$ cat config.mk
export PLATFORM = sky130hd
export DESIGN_NAME = display_scan_ndigit
export DESIGN_NICKNAME = d
export VERILOG_FILES = /design/src/rtl/display_scan_ndigit.sv
export SDC_FILE = /design/constraint.sdc
export NUM_CORES = 1
export LEC_CHECK = 0
export BUFFER_PORTS_ARGS = -buffer_cell sky130_fd_sc_hd__buf_2
export CORE_MARGIN = 5
export CORE_UTILIZATION = 30
export CTS_CLUSTER_SIZE = 14
export DETAILED_ROUTE_END_ITERATION = 12
export GPL_TIMING_DRIVEN = 1
export SLEW_MARGIN = 10
export SYNTH_ARGS = -nofsm -noshare
export SYNTH_HDL_FRONTEND = slang
export SYNTH_SLANG_ARGS = --single-unit
$ cat constraint.sdc
create_clock -name clk -period 4 [get_ports clk]
set_input_delay 0.2 -clock clk [delete_from_list [all_inputs] [get_ports clk]]
set_output_delay 0.2 -clock clk [all_outputs]
set_load 0.02 [all_outputs]
$ cat src/rtl/display_scan_ndigit.sv
// Time-multiplexed seven-segment scanner for NUM_DIGITS hex digits on a
// common-anode board. It provides per-digit decimal points, a per-digit
// enable mask, leading-zero blanking and PWM brightness. Inputs are
// snapshotted once per frame, so a frame never shows a mix of old and new
// values.
module display_scan_ndigit #(
  parameter int NUM_DIGITS  = 4,
  parameter int REFRESH_DIV = 131072,
  parameter int PWM_BITS    = 4
) (
  input  logic                      clk,
  input  logic                      rst_n,
  input  logic [4*NUM_DIGITS-1:0]   value,
  input  logic [NUM_DIGITS-1:0]     dp,
  input  logic [NUM_DIGITS-1:0]     digit_en,
  input  logic                      blank_lz,
  input  logic [PWM_BITS-1:0]       brightness,
  output logic [7:0]                segments,
  output logic [NUM_DIGITS-1:0]     digitselect,
  output logic                      frame_start
);

  localparam int SLOT_W   = (REFRESH_DIV > 1) ? $clog2(REFRESH_DIV) : 1;
  localparam int IDX_W    = (NUM_DIGITS > 1) ? $clog2(NUM_DIGITS) : 1;
  localparam int PWM_STEP = REFRESH_DIV >> PWM_BITS;
  localparam logic [SLOT_W-1:0] SLOT_LAST = SLOT_W'(REFRESH_DIV - 1);
  localparam logic [IDX_W-1:0]  IDX_LAST  = IDX_W'(NUM_DIGITS - 1);

  // Active-high a..g pattern for one hex nibble.
  function automatic logic [6:0] hex_font(input logic [3:0] nib);
    case (nib)
      4'h0: hex_font = 7'b1111110;
      4'h1: hex_font = 7'b0110000;
      4'h2: hex_font = 7'b1101101;
      4'h3: hex_font = 7'b1111001;
      4'h4: hex_font = 7'b0110011;
      4'h5: hex_font = 7'b1011011;
      4'h6: hex_font = 7'b1011111;
      4'h7: hex_font = 7'b1110000;
      4'h8: hex_font = 7'b1111111;
      4'h9: hex_font = 7'b1111011;
      4'hA: hex_font = 7'b1110111;
      4'hB: hex_font = 7'b0011111;
      4'hC: hex_font = 7'b1001110;
      4'hD: hex_font = 7'b0111101;
      4'hE: hex_font = 7'b1001111;
      default: hex_font = 7'b1000111;
    endcase
  endfunction

  logic [SLOT_W-1:0]         slot_q, slot_d;
  logic [IDX_W-1:0]          idx_q, idx_d;
  logic [4*NUM_DIGITS-1:0]   val_sh_q, val_sh_d;
  logic [NUM_DIGITS-1:0]     dp_sh_q, dp_sh_d;
  logic [NUM_DIGITS-1:0]     en_sh_q, en_sh_d;
  logic                      blz_sh_q, blz_sh_d;
  logic [PWM_BITS-1:0]       br_sh_q, br_sh_d;
  logic [7:0]                seg_q, seg_d;
  logic [NUM_DIGITS-1:0]     dsel_q, dsel_d;
  logic                      fs_q, fs_d;

  logic                      snap;
  logic [3:0]                nib;
  logic                      dp_bit;
  logic                      en_bit;
  logic                      upper_zero;
  logic                      zero_acc;
  logic [SLOT_W-1:0]         phase;
  logic                      pwm_on;
  logic                      blank;

  // Slot/digit counters and the frame snapshot; the snapshot value is
  // forwarded so the first slot of a frame already uses the new inputs.
  always_comb begin
    snap     = (slot_q == '0) && (idx_q == '0);
    val_sh_d = snap ? value      : val_sh_q;
    dp_sh_d  = snap ? dp         : dp_sh_q;
    en_sh_d  = snap ? digit_en   : en_sh_q;
    blz_sh_d = snap ? blank_lz   : blz_sh_q;
    br_sh_d  = snap ? brightness : br_sh_q;
    fs_d     = snap;
    slot_d   = slot_q + 1'b1;
    idx_d    = idx_q;
    if (slot_q == SLOT_LAST) begin
      slot_d = '0;
      idx_d  = (idx_q == IDX_LAST) ? '0 : idx_q + 1'b1;
    end
  end

  // Select the current digit's data and decide whether it is lit.
  always_comb begin
    nib        = 4'h0;
    dp_bit     = 1'b0;
    en_bit     = 1'b0;
    upper_zero = 1'b0;
    zero_acc   = 1'b1;
    for (int i = NUM_DIGITS - 1; i >= 0; i--) begin
      zero_acc = zero_acc & (val_sh_d[4*i +: 4] == 4'h0);
      if (idx_q == IDX_W'(i)) begin
        nib        = val_sh_d[4*i +: 4];
        dp_bit     = dp_sh_d[i];
        en_bit     = en_sh_d[i];
        upper_zero = zero_acc;
      end
    end
    phase  = slot_q / SLOT_W'(PWM_STEP);
    pwm_on = phase < SLOT_W'(br_sh_d);
    blank  = !en_bit || !pwm_on || (blz_sh_d && (idx_q != '0) && upper_zero);
    seg_d  = 8'hFF;
    dsel_d = '1;
    if (!blank) begin
      seg_d = ~{hex_font(nib), dp_bit};
      for (int i = 0; i < NUM_DIGITS; i++) begin
        dsel_d[i] = !(idx_q == IDX_W'(i));
      end
    end
  end

  // State, shadow and output registers.
  always_ff @(posedge clk or negedge rst_n) begin
    if (!rst_n) begin
      slot_q   <= '0;
      idx_q    <= '0;
      val_sh_q <= '0;
      dp_sh_q  <= '0;
      en_sh_q  <= '0;
      blz_sh_q <= 1'b0;
      br_sh_q  <= '0;
      seg_q    <= 8'hFF;
      dsel_q   <= '1;
      fs_q     <= 1'b0;
    end else begin
      slot_q   <= slot_d;
      idx_q    <= idx_d;
      val_sh_q <= val_sh_d;
      dp_sh_q  <= dp_sh_d;
      en_sh_q  <= en_sh_d;
      blz_sh_q <= blz_sh_d;
      br_sh_q  <= br_sh_d;
      seg_q    <= seg_d;
      dsel_q   <= dsel_d;
      fs_q     <= fs_d;
    end
  end

  assign segments    = seg_q;
  assign digitselect = dsel_q;
  assign frame_start = fs_q;

endmodule
Word-level counts from Yosys, hierarchy flattened --
Memories as Yosys holds them, arrays and structs flattened. Cells that the tools add are included.
Word-level totals: word-level logic and storage cells 66, bits in registers 61, memories kept 1, output and inout bits 13, bits in read-only memories 112
Operators by class: bitwise operators 4, mux-type cells 26, add/subtract/negate cells 2, order comparisons 1, equal/unequal tests 4, reduce and logical (&&, ||, !) cells 18
Memories:
- (name not given) | depth 16, bits a word 7, read ports 1, clocked after memory_dff 0, write ports 0, RTL line 31 | case (nib)
Operators with widths (number):
- 4-bit two-way mux | 8
- 17-bit by 1-bit adder with 17-bit output, second input constant | 1
- 17-bit equality test, second input constant | 1
- 17-bit zero test | 1
- 17-bit two-way mux | 1
- 4-bit zero test | 4
- 16-bit two-way mux | 1
- 1-bit two-way mux | 13
- 8-bit two-way mux | 1
- 8-bit inverter | 1
- 7-bit two-way mux | 1
- 1-bit zero test | 6
- 2-bit equality test, second input constant | 2
- 4-bit < comparator | 1
- 1-bit bitwise AND | 3
- 1-bit logical AND | 3
- 2-bit by 1-bit adder with 2-bit output, second input constant | 1
- 2-bit by 1-bit equality test with 1-bit output, second input constant | 1
- 2-bit zero test | 1
- 1-bit logical OR | 2
- 2-bit two-way mux | 1
- 2-bit nonzero test | 1

Logic depth before layout (Yosys ltp) --
Gate-level depths: netlist of the first run.
depth after elaboration 13, mapped depth 15, mapped depth without buffers 13

Worst setup path after synthesis of the first run --
No wires, ideal clock.
path type reg2reg, from register idx_q[0], to register seg_q[4] (netlist: segments[4]), arrival time 3.320 ns, data required time 3.918 ns, path buffers 2, stages on the path, launching flop included 15, library setup time 0.082 ns, setup slack 0.599 ns, cells stage by stage dfrtp_1 inv_1 ha_1 or3b_4 and3b_1 buf_4 and2_1 buf_4 mux2_2 a22oi_2 o2bb2ai_2 inv_1 ha_1 o311a_1 a211o_1
Between the ends: cells in the longest elaborated chain, start to end 11, elaborated cells between the ends (all ways) 40, classes of those cells order compare: 1; eq/ne: 3; mux: 18; bitwise: 4; reduce/logical: 13; memory: 1
RTL lines:
- start: declaration | RTL line 52 | logic [IDX_W-1:0] idx_q, idx_d;
- start signal: assignment | RTL line 134 | idx_q <= idx_d;
- 2-bit zero test (*) | RTL line 75 | snap = (slot_q == '0) && (idx_q == '0);
- 1-bit logical AND (*) | RTL line 75
- 16-bit two-way mux (*) | RTL line 76 | val_sh_d = snap ? value : val_sh_q;
- named net val_sh_d[12] | RTL line 53 | logic [4*NUM_DIGITS-1:0] val_sh_q, val_sh_d;
- 4-bit two-way mux / 4-bit zero test (equally long branches) | RTL line 99, 98
- 4-bit two-way mux (tied with other cells) (3 in series) | RTL line 99 | if (idx_q == IDX_W'(i)) begin
- memory read 16 x 7 bit / 1-bit two-way mux (equally long branches)
- 7-bit two-way mux / 1-bit logical AND (equally long branches) | RTL line 111, 108
- 8-bit inverter / 1-bit logical OR (equally long branches) | RTL line 112, 108
- 8-bit two-way mux (*) | RTL line 111 | if (!blank) begin
- named net seg_d[4] | RTL line 58 | logic [7:0] seg_q, seg_d;
- end signal: assignment | RTL line 140 | seg_q <= seg_d;
- end: declaration | RTL line 58
The timed path passes the listed nets; every way through them passes the cells marked *. The select of a mux whose other input is x is not followed. A chain may end at the register's enable or synchronous reset.

Final worst setup path of the first run --
from register idx_q[0], to register seg_q[4] (netlist: segments[4])
Between the ends: cells in the longest elaborated chain, start to end 11, elaborated cells between the ends (all ways) 40, classes of those cells order compare: 1; eq/ne: 3; mux: 18; bitwise: 4; reduce/logical: 13; memory: 1
RTL lines (RTL line):
- 2-bit zero test | 75, 99
- 1-bit logical AND | 75
- 16-bit two-way mux / 4-bit two-way mux (equally long branches) | 76, 78
- 4-bit two-way mux (tied with other cells) (4 in series) | 99
- memory read 16 x 7 bit (tied with other cells)
- 7-bit two-way mux (tied with other cells) | 111
- 8-bit inverter / 1-bit logical OR (equally long branches) | 112, 108
- 8-bit two-way mux (*) | 111
- named net seg_d[4] | 58
Marks and branches as above.

==> results of run 1 <==
## final cells by class
cell class | instances | area, um^2
well taps | 136 | 170.2
clock inverters | 3 | 42.54
flip-flops and latches | 61 | 1541
fillers | 1074 | 6600
clock buffers | 13 | 168.9
repair buffers | 47 | 245.2
multi-input cells | 221 | 1526
inverters | 20 | 75.07
## cell families (layout without fill, tap and decap cells)
kind of cell             count (synthesis)  after routing  share of synthesized area [%]
adder cells (fa/ha/maj)                 16             16                          6.257
flip-flops                              61             61                          48.18
AND/OR/NAND/NOR                        117            117                          17.83
buffers and inverters                   32             83                          4.458
XOR/XNOR                                11             11                          3.011
AO/OA/AOI/OAI                           55             55                          12.71
multiplexers                            22             22                          7.548
## Yosys cell counts (2+ instances only)
cell type,count,area share [%]
a21o_1,2,0.47
a21oi_1,9,1.4
a221o_1,4,1.3
a311o_1,2,0.63
a31oi_1,3,0.59
and2_1,4,0.78
and3_1,7,1.4
and3b_1,2,0.55
buf_4,2,0.47
buf_6,2,0.70
clkbuf_1,7,0.82
dfrtp_1,49,38
dfstp_2,12,9.9
ha_1,16,6.3
inv_1,20,2.3
mux2_1,5,1.8
mux2_2,4,1.4
mux2_4,2,0.94
mux2i_1,11,3.4
nand2_1,41,4.8
nand3_1,14,2.2
nand4_1,4,0.78
nor2_1,24,2.8
nor4_1,7,1.4
o211ai_1,2,0.47
o21a_1,2,0.47
o21ai_0,12,1.9
o41a_1,2,0.70
o41ai_1,2,0.55
or2_1,2,0.39
or3_1,3,0.59
xnor2_1,4,1.1
xor2_1,7,1.9
## placed cells by master (no fill, tap or decap), drive strengths merged, types with 4 or more instances in the layout
cell type / netlist / routed
nor2: 26 / 26
xor2: 7 / 7
and3: 7 / 7
buf: 5 / 47
inv: 20 / 20
clkbuf: 7 / 13
a221o: 4 / 4
a21oi: 9 / 9
and2: 4 / 4
mux2i: 11 / 11
dfrtp: 49 / 49
nand4: 4 / 4
ha: 16 / 16
nand2: 42 / 42
nand3: 14 / 14
nor4: 7 / 7
mux2: 11 / 11
dfstp: 12 / 12
o21ai: 13 / 13
xnor2: 4 / 4
## sequential cells by signal (all words and copies together) (netlist names)
signal and flops:
val_sh_q 16, digitselect 4, en_sh_q 4, segments 8, idx_q 2, frame_start 1, dp_sh_q 4, slot_q 17
blz_sh_q 1, br_sh_q 4
## worst max path at each step
stage,start,endpoint,slack [ns],depth (start not counted)
final,idx_q[0],segments[4],0.35,13
after global routing,idx_q[0],segments[4],0.09,13
after CTS,idx_q[0],segments[4],0.25,13
after detailed placement,idx_q[0],segments[1],0.27,13
after global placement,idx_q[0],segments[4],0.45,13
after floorplan,idx_q[0],segments[4],0.60,14
## through the flow
step | setup slack (ns) | cells
after floorplan | 0.5987 | 314
after global placement | 0.4499 | 485
after detailed placement | 0.2662 | 485
after CTS | 0.2467 | 501
after global routing | 0.09188 | 501
final | 0.3459 | 501
## worst max-delay path, stage by stage, from the launching register on
cell       delay (ns)
dfrtp_1          0.40
inv_1            0.12
ha_1             0.18
or3b_4           0.41
and3b_1          0.37
nand2_4          0.19
buf_4            0.22
mux2i_1          0.21
a21oi_1          0.11
o2bb2ai_2        0.34
inv_1            0.12
ha_1             0.28
o311a_1          0.36
a211o_1          0.27
## power by group through the flow
stage / Combinational (mW) / Sequential [mW] / Clock [mW]
after floorplan: 0.0448 / 0.671 / 0
after global placement: 0.103 / 0.663 / 0
after detailed placement: 0.105 / 0.663 / 0
after CTS: 0.105 / 0.652 / 0.596
after global routing: 0.116 / 0.654 / 0.618
final: 0.103 / 0.652 / 0.575
## metal layers
layer / vias to the layer above / track usage, % / routed length, um
li1: 1194 / - / -
met1: 1238 / 16.12 / 3484
met2: 39 / 20.22 / 3655
met3: 6 / 3.636 / 306
met4: 0 / 3.606 / 68
met5: - / 0 / 0
==> run summary, run 1 <==
H-tree depth - 3
final WL - 7513 um
grt ovf - 0
CP Launch Type - flip-flop
share of cells above drive strength 1 - 24.11%
final RePlAce weighted congestion - 0.8221
Post-CTS Hold Buffers - 0
Max-Cap Viols - 0
core area - 10370 um^2
Setup Buffers After CTS - 0
final setup fails - 0
IO Count - 44
Worst Hold Class - primary input to asynchronous set/reset pin
Synth Net Count - 361
crit share post-route - 91.35%
failing checks - hold timing
Fin. Hold Viols - 1
register share of total power - 49.0%
wire per inst - 15.00 um
power per cell area - 352.8 nW/um^2
reg-to-reg setup timing slack - 0.35 ns
Yosys reg bits - 61
Reg clk slew, reported paths - 0.07 ns
sw power - 0.3081 mW
Post-Synthesis Cells - 314
logic gate share of total power - 7.8%
Post-Syn Area - 3199 um^2
utilization after layout - 36.35%
Max Clock Skew - 0.005659 ns
Mapped Avg Cell Area - 10.19 um^2
clock network fraction of total power - 43.2%
Post-DP Area - 3547 um^2
RSZ-0062 raised after global routing - false
post-route cell area - 3770 um^2
EDFF count, synth - 0
worst reg2reg endpoint - segments[4]
GRT Total Usage - 12.45%
overall power - 1.330 mW
worst skew pair latency - 0.33 ns
CTS tree - built
Total Neg Setup Slack - 0 ns
IO Port Bufs - 43
drt via density - 4.944
Cell Int Power - 1.022 mW
reg2reg path depth - 13
DRT Pass-1 Iters - 4
Final Max Slew Viols - 0
fmax - 273.7 MHz
VDD IR max - 189.0 uV
ys async rst share - 100.0%
Seq/Total Area, Yosys - 48.18%
die area - 12830 um^2
Final min period - 3.654 ns
Req. time, crit path - 4.26 ns
Max FO, Critical Path - 14
Sinks on Clock Net - 61
Nets - 407
Num CTS Buffers - 9
max_slew headroom - 48.27%
Synth cell types - 58
clk root buf - clkbuf_8
largest net degree at the start of global routing - 62
arrival time at the worst endpoint - 3.92 ns
Max Root-Sink Buffers - 2
die height - 113.3 um
Crit. End Element - flip-flop
first-pass GRT wire length - 12680 um
switch share - 23.17%
status - complete, but fails checks
1st-iter DRT viols - 71
dominant synthesized flop cell - dfrtp_1
vias post-DR - 2477
Site Rows - 37
DP HPWL - 5549 um
initial antenna violation count - 0
vias in the first global route - 2530
final hold slack - -0.001006 ns
Initial Util - 30.85%
Routed Antenna Nets - 0
Die Wd - 113.3 um
Leakage - 1.804 nW
worst r2r src - idx_q[0]
Ant. Diodes - 0
CP Class - flip-flop to flip-flop
Worst Tran Pin Value - 0.7759 ns
Post-CTS Resized - 0
Area Overhead vs Synth - 17.83%
Post-route DRC - 0
Synth Warn # - 0
(Power assumes the default switching activity.)
==> run 2, diff against run 1 <==
- CAP_MARGIN: unset -> 10
- clock period: 4 -> 3.3 ns (I/O delays scaled with it)
==> run summary, run 2 (synthesis results as in run 1) <==
fmax - 317.6 MHz (+16%)
final RePlAce weighted congestion - 0.8625 (+4.9%)
Total Neg Setup Slack - 0 ns (unchanged)
vias in the first global route - 2546 (+0.63%)
most common cell after layout, fill and taps aside - dfrtp_1
share of cells above drive strength 1 - 27.78% (+3.7 points)
Crit. End Element - flip-flop
clock network fraction of total power - 43.6% (+0.4 points)
final hold slack - 0.02814 ns (+0.02915 ns)
first-pass GRT wire length - 12540 um (-1.1%)
VDD IR max - 214.8 uV (+14%)
Req. time, crit path - 3.56 ns (-0.70 ns)
largest net degree at the start of global routing - 38 (-39%)
Post-route DRC - 0 (unchanged)
Final min period - 3.148 ns (-0.5058 ns)
grt ovf - 0 (unchanged)
clk root buf - clkbuf_8
Die Wd - 113.3 um (unchanged)
sw power - 0.3757 mW (+22%)
crit share post-route - 95.40% (+4.1 points)
Nets - 420 (+3.2%)
max FFs per register - 17 (unchanged)
CP max stage delay - 0.41 ns (about the same)
area of the multi-input gates - 1558 um^2 (+2.0%)
RSZ-0062 raised after global routing - false
initial antenna violation count - 0 (unchanged)
CTS tree - built
commonest cells after routing, fill and taps aside - dfrtp_1 (49), buf_2 (43), nand2_1 (41)
Max Clock Skew - 0.009880 ns (+0.004221 ns)
Leakage - 1.869 nW (+3.6%)
Final Max Slew Viols - 0 (unchanged)
status - finished clean
1st-iter DRT viols - 111 (+56%)
Num CTS Buffers - 9 (unchanged)
final setup fails - 0 (unchanged)
arrival time at the worst endpoint - 3.41 ns (-0.51 ns)
vias post-DR - 2467 (-0.40%)
Max-Cap Viols - 0 (unchanged)
switch share - 23.04% (-0.13 points)
IO Count - 44 (unchanged)
power per cell area - 418.5 nW/um^2 (+19%)
Ant. Diodes - 0 (unchanged)
Max Root-Sink Buffers - 2 (unchanged)
logic gate share of total power - 8.0% (+0.2 points)
H-tree depth - 3 (unchanged)
Cell Int Power - 1.255 mW (+23%)
reg-to-reg setup timing slack - 0.15 ns (-0.19 ns)
core area - 10370 um^2 (unchanged)
Initial Util - 30.85% (unchanged)
wire per inst - 14.60 um (-2.7%)
die height - 113.3 um (unchanged)
Worst Hold Class - primary input to flip-flop
Sinks on Clock Net - 61 (unchanged)
IO Port Bufs - 43 (unchanged)
die area - 12830 um^2 (unchanged)
Fin. Hold Viols - 0 (-1)
register share of total power - 48.5% (-0.5 points)
Routed Antenna Nets - 0 (unchanged)
Reg clk slew, reported paths - 0.07 ns (about the same)
Max FO, Critical Path - 7 (-7)
DP HPWL - 5487 um (-1.1%)
CP max-delay cell - dfrtp_1
Inst Count DP - 494 (+1.9%)
CP Launch Type - flip-flop
CP Class - flip-flop to flip-flop
Post-Layout Cell Count - 514 (+2.6%)
register area - 1541 um^2 (unchanged)
Site Rows - 37 (unchanged)
DRT Pass-1 Iters - 4 (unchanged)
critical-path cell list - inv_2, ha_4, or3b_4, and3b_2, nand2_4, mux2_4, a22oi_2, o2bb2ai_4, inv_1, ha_1, o311a_1, a211o_1
drt via density - 4.800 (-2.9%)
worst skew pair latency - 0.34 ns (about the same)
GRT Total Usage - 12.42% (-0.029 points)
Largest Register - slot_q
Area Overhead vs Synth - 21.78%
max_slew headroom - 54.90% (+6.6 points)
final WL - 7503 um (-0.13%)
fill cell count - 1055 (-1.8%)
Worst Tran Pin Value - 0.6765 ns (-0.09935 ns)
run 2: changes by cell type in the layout (fill, tap and decap cells not counted), sizes merged:
cell	before	now
clkbuf	13	11
buf	47	59
dlygate4sd3	0	1
bufinv	1	2
clkinvlp	1	0
clkinv	1	3
run 2: metal layers:
metal | global-route usage, % | up-vias | wire length, um
met2 | 20.58 | 50 | 3758
met5 | 0 | - | 0
met1 | 15.46 | 1192 | 3336
met4 | 3.606 | 0 | 73
li1 | - | 1220 | -
met3 | 4.064 | 5 | 335
run 2: layout make-up:
cell class / instances / area share (%)
multi-input combinational: 221 / 39.98
sequential: 61 / 39.56
timing repair buffer: 60 / 8.863
tap: 136 / 4.367
clock buffer: 11 / 3.372
clock inverter: 5 / 1.927
inverter: 20 / 1.927
run 2: power by group through the flow:
stage          sequential [mW]  clock [mW]  combinational [mW]
6_report                 0.790       0.710               0.130
5_1_grt                  0.792       0.761               0.147
4_1_cts                  0.790       0.735               0.131
3_5_place_dp             0.804           0               0.130
3_3_place_gp             0.803           0               0.129
2_1_floorplan            0.813           0              0.0549
run 2: worst paths after layout:
check / start / endpoint / depth (start not counted)
max in group asynchronous: rst_n / digitselect[0] / 3
max: idx_q[1] / segments[4] / 12
max reg2reg: idx_q[1] / segments[4] / 12
min: blank_lz / blz_sh_q / 3
min reg2reg: dp_sh_q[1] / dp_sh_q[1] / 2
min in group asynchronous: rst_n / val_sh_q[4] / 2
run 2: per-stage QoR:
| stage | worst slack [ns] | utilization [%] | area (um^2) | total power [mW] |
|---|---|---|---|---|
| floorplan | 0.001855 | - | 3224 | 0.8682 |
| global placement | 0.1505 | 35.10 | 3640 | 0.9320 |
| detailed placement | 0.06716 | 35.10 | 3640 | 0.9334 |
| CTS | 0.03957 | 37.19 | 3856 | 1.657 |
| global route | 0.01501 | 37.57 | 3896 | 1.701 |
| finish | 0.1517 | 37.57 | 3896 | 1.631 |
run 2: repair_timing:
item / 4_1_cts / 5_1_grt
setup buffers: 0 / 3
endpoints found under the hold margin: 15 / 0
endpoints found under the setup margin: 0 / 9
hold buffers: 1 / 0
resized for setup: 0 / 6
run 2: critical path: cells and delay by family, from the launching register on:
family	cells	cell delay, ns
buffers and inverters	2	0.17
multiplexers	1	0.34
AO/OA/AOI/OAI	4	1.03
flip-flops	1	0.41
AND/OR/NAND/NOR	3	0.79
adder cells (fa/ha/maj)	2	0.35
==> run 3, diff against run 2 <==
- ABC_AREA: unset -> 1
- ABC_CLOCK_PERIOD_IN_PS: unset -> 3300
==> run summary, run 3 <==
Post-Syn Area - 3422 um^2 (+7.0%)
top-count cell post-synth - nand2_1
worst skew pair latency - 0.33 ns (about the same)
clk root buf - clkbuf_16
Total Neg Setup Slack - 0 ns (unchanged)
Worst Hold Class - primary input to flip-flop
drt via density - 4.475 (-6.8%)
first-pass GRT wire length - 13430 um (+7.0%)
Synth Warn # - 0 (unchanged)
ys async rst share - 100.0% (unchanged)
dominant cell type by area after synthesis - dfrtp_1
1st-iter DRT viols - 143 (+29%)
Post-CTS Resized - 0 (unchanged)
EDFF count, synth - 0 (unchanged)
Die Wd - 116.8 um (+3.1%)
Post-Synthesis Cells - 438 (+39%)
Nets - 533 (+27%)
Crit. Startpoint - idx_q[0]
grt ovf - 0 (unchanged)
vias post-DR - 2837 (+15%)
arrival time at the worst endpoint - 3.07 ns (-0.34 ns)
GRT Total Usage - 12.65% (+0.23 points)
Yosys reg bits - 61 (unchanged)
power per cell area - 469.7 nW/um^2 (+12%)
Setup crit end - segments[4]
Seq/Total Area, Yosys - 45.05% (-3.1 points)
Leakage - 2.120 nW (+13%)
status - finished clean
share of cells above drive strength 1 - 21.38% (-6.4 points)
most frequent cells after synthesis - nand2_1 (128), inv_1 (60), dfrtp_1 (49)
Final Max Slew Viols - 0 (unchanged)
VDD IR max - 174.2 uV (-19%)
Final min period - 2.797 ns (-0.3510 ns)
Mapped Avg Cell Area - 7.813 um^2 (-23%)
Reg clk slew, reported paths - 0.06 ns (about the same)
Inst Count DP - 617 (+25%)
most common cell after layout, fill and taps aside - nand2_1
Max FO, Critical Path - 15 (+8)
Site Rows - 39 (+5.4%)
DRT Pass-1 Iters - 4 (unchanged)
Max Clock Skew - 0.009744 ns (-0.0001355 ns)
CTS tree - built
vias in the first global route - 2881 (+13%)
Largest Register - slot_q
Post-Layout Cell Count - 634 (+23%)
Num CTS Buffers - 9 (unchanged)
Post-route DRC - 0 (unchanged)
fill cell count - 1175 (+11%)
largest net degree at the start of global routing - 49 (+29%)
Max Root-Sink Buffers - 2 (unchanged)
Synth top area share - 35.83% (-2.5 points)
Max-Cap Viols - 0 (unchanged)
final WL - 7898 um (+5.3%)
DP HPWL - 5985 um (+9.1%)
Fin. Hold Viols - 0 (unchanged)
worst reg2reg endpoint - segments[4]
Worst Tran Pin Value - 0.6305 ns (-0.04600 ns)
max FFs per register - 17 (unchanged)
Ant. Diodes - 0 (unchanged)
dominant synthesized flop cell - dfrtp_1
commonest cells after routing, fill and taps aside - nand2_1 (128), inv_1 (60), dfrtp_1 (49)
CP Launch Type - flip-flop
Synth cell types - 37 (-36%)
Req. time, crit path - 3.57 ns (about the same)
CP Class - flip-flop to flip-flop
Synth Net Count - 485 (+34%)
wire per inst - 12.46 um (-15%)
IO Count - 44 (unchanged)
reg-to-reg setup timing slack - 0.50 ns (+0.35 ns)
IO Port Bufs - 43 (unchanged)
die height - 116.8 um (+3.1%)
Synth area leaders - dfrtp_1 (36%), nand2_1 (14%), dfstp_2 (9.2%), inv_1 (6.6%), ha_1 (5.9%)
final RePlAce weighted congestion - 0.8592 (-0.38%)
H-tree depth - 3 (unchanged)
Sinks on Clock Net - 61 (unchanged)
core area - 11320 um^2 (+9.2%)
crit share post-route - 84.77% (-11 points)
reg2reg path depth - 21 (+9)
max_slew headroom - 57.96% (+3.1 points)
RSZ-0062 raised after global routing - false
Crit. End Element - flip-flop
final setup fails - 0 (unchanged)
worst r2r src - idx_q[0]
initial antenna violation count - 0 (unchanged)
Setup Buffers After CTS - 0 (unchanged)
Area Overhead vs Synth - 19.01%
fmax - 357.5 MHz (+13%)
Initial Util - 30.23% (-0.62 points)
die area - 13640 um^2 (+6.3%)
Post-CTS Hold Buffers - 0 (-1)
Routed Antenna Nets - 0 (unchanged)
run 3: cell count changes in the layout (fill, tap and decap cells not counted), moves of 9 or more:
cell       change
nor2_1        +18
nor3_1        +13
inv_1         +42
buf_4          -9
nand2_2       +15
mux2i_1       -10
nand3_1       +17
clkbuf_8       -9
clkbuf_16      +9
nand2_1       +87
run 3: power by group:
part           internal, mW  leakage, nW  total [mW]  switching [mW]
Combinational        0.0520         1.24       0.142          0.0900
Clock                 0.657        0.153       0.983           0.326
Sequential            0.782        0.729       0.788         0.00662
run 3: layout make-up:
type                       count  area [um^2]  area share (%)
clock inverter                 5        75.07           1.843
inverter                      63        236.5           5.806
timing repair buffer          50        272.8           6.697
tap                          143        178.9           4.393
multi-input combinational    301         1535           37.70
clock buffer                  11        232.7           5.714
sequential                    61         1541           37.85
run 3: per-stage QoR:
| stage | util (%) | area (um^2) | setup slack (ns) | total power, mW | hold WS [ns] |
|---|---|---|---|---|---|
| floorplan | - | 3422 | 0.7513 | 0.8843 | -0.1306 |
| global placement | 33.15 | 3752 | 0.6426 | 0.9421 | 0.3893 |
| detailed placement | 33.15 | 3752 | 0.5242 | 0.9441 | 0.3946 |
| CTS | 35.86 | 4060 | 0.5032 | 1.944 | 0.05380 |
| global route | 35.97 | 4073 | 0.2075 | 1.996 | 0.07552 |
| finish | 35.97 | 4073 | 0.5028 | 1.913 | 0.06576 |
run 3: per-layer routing:
metal	vias up	part of all wire, %	GRT usage, %
met5	-	0	0
met4	0	2.5	6.116
met3	13	4.4	3.136
met1	1325	45	15.80
met2	46	48	20.48
li1	1453	-	-
run 3: worst min-delay path by stage:
stage | end | depth (start not counted) | slack (ns) | from
after CTS | br_sh_q[2] | 3 | 0.05 | brightness[2]
after global routing | dp_sh_q[1] | 3 | 0.08 | dp[1]
after floorplan | blz_sh_q | 0 | -0.13 | rst_n
after global placement | br_sh_q[2] | 3 | 0.39 | brightness[2]
after detailed placement | br_sh_q[2] | 3 | 0.39 | brightness[2]
final | br_sh_q[2] | 3 | 0.07 | brightness[2]
run 3: cells by family (layout without fill, tap and decap cells):
family	count (synthesis)	after routing	share of synthesized area (%)
simple gates	252	252	33.05
xor+xnor	1	1	0.2560
compound gates	32	32	5.704
flops	61	61	45.05
fa+ha+maj	16	16	5.850
buf+inv	76	129	10.09
run 3: critical path: stages, from the launching register on:
cell     delay, ns
dfrtp_1       0.40
inv_1         0.12
ha_1          0.20
nand2_2       0.07
nor2_4        0.10
inv_2         0.05
nor2_4        0.25
nand2_4       0.18
nand2_1       0.13
nand3_1       0.07
nand3_1       0.10
nand3_1       0.09
nand2_1       0.16
inv_1         0.12
ha_1          0.33
inv_1         0.06
nand2_1       0.05
nand2_1       0.06
nand2_1       0.05
nand2_1       0.06
inv_1         0.03
nand2_1       0.04
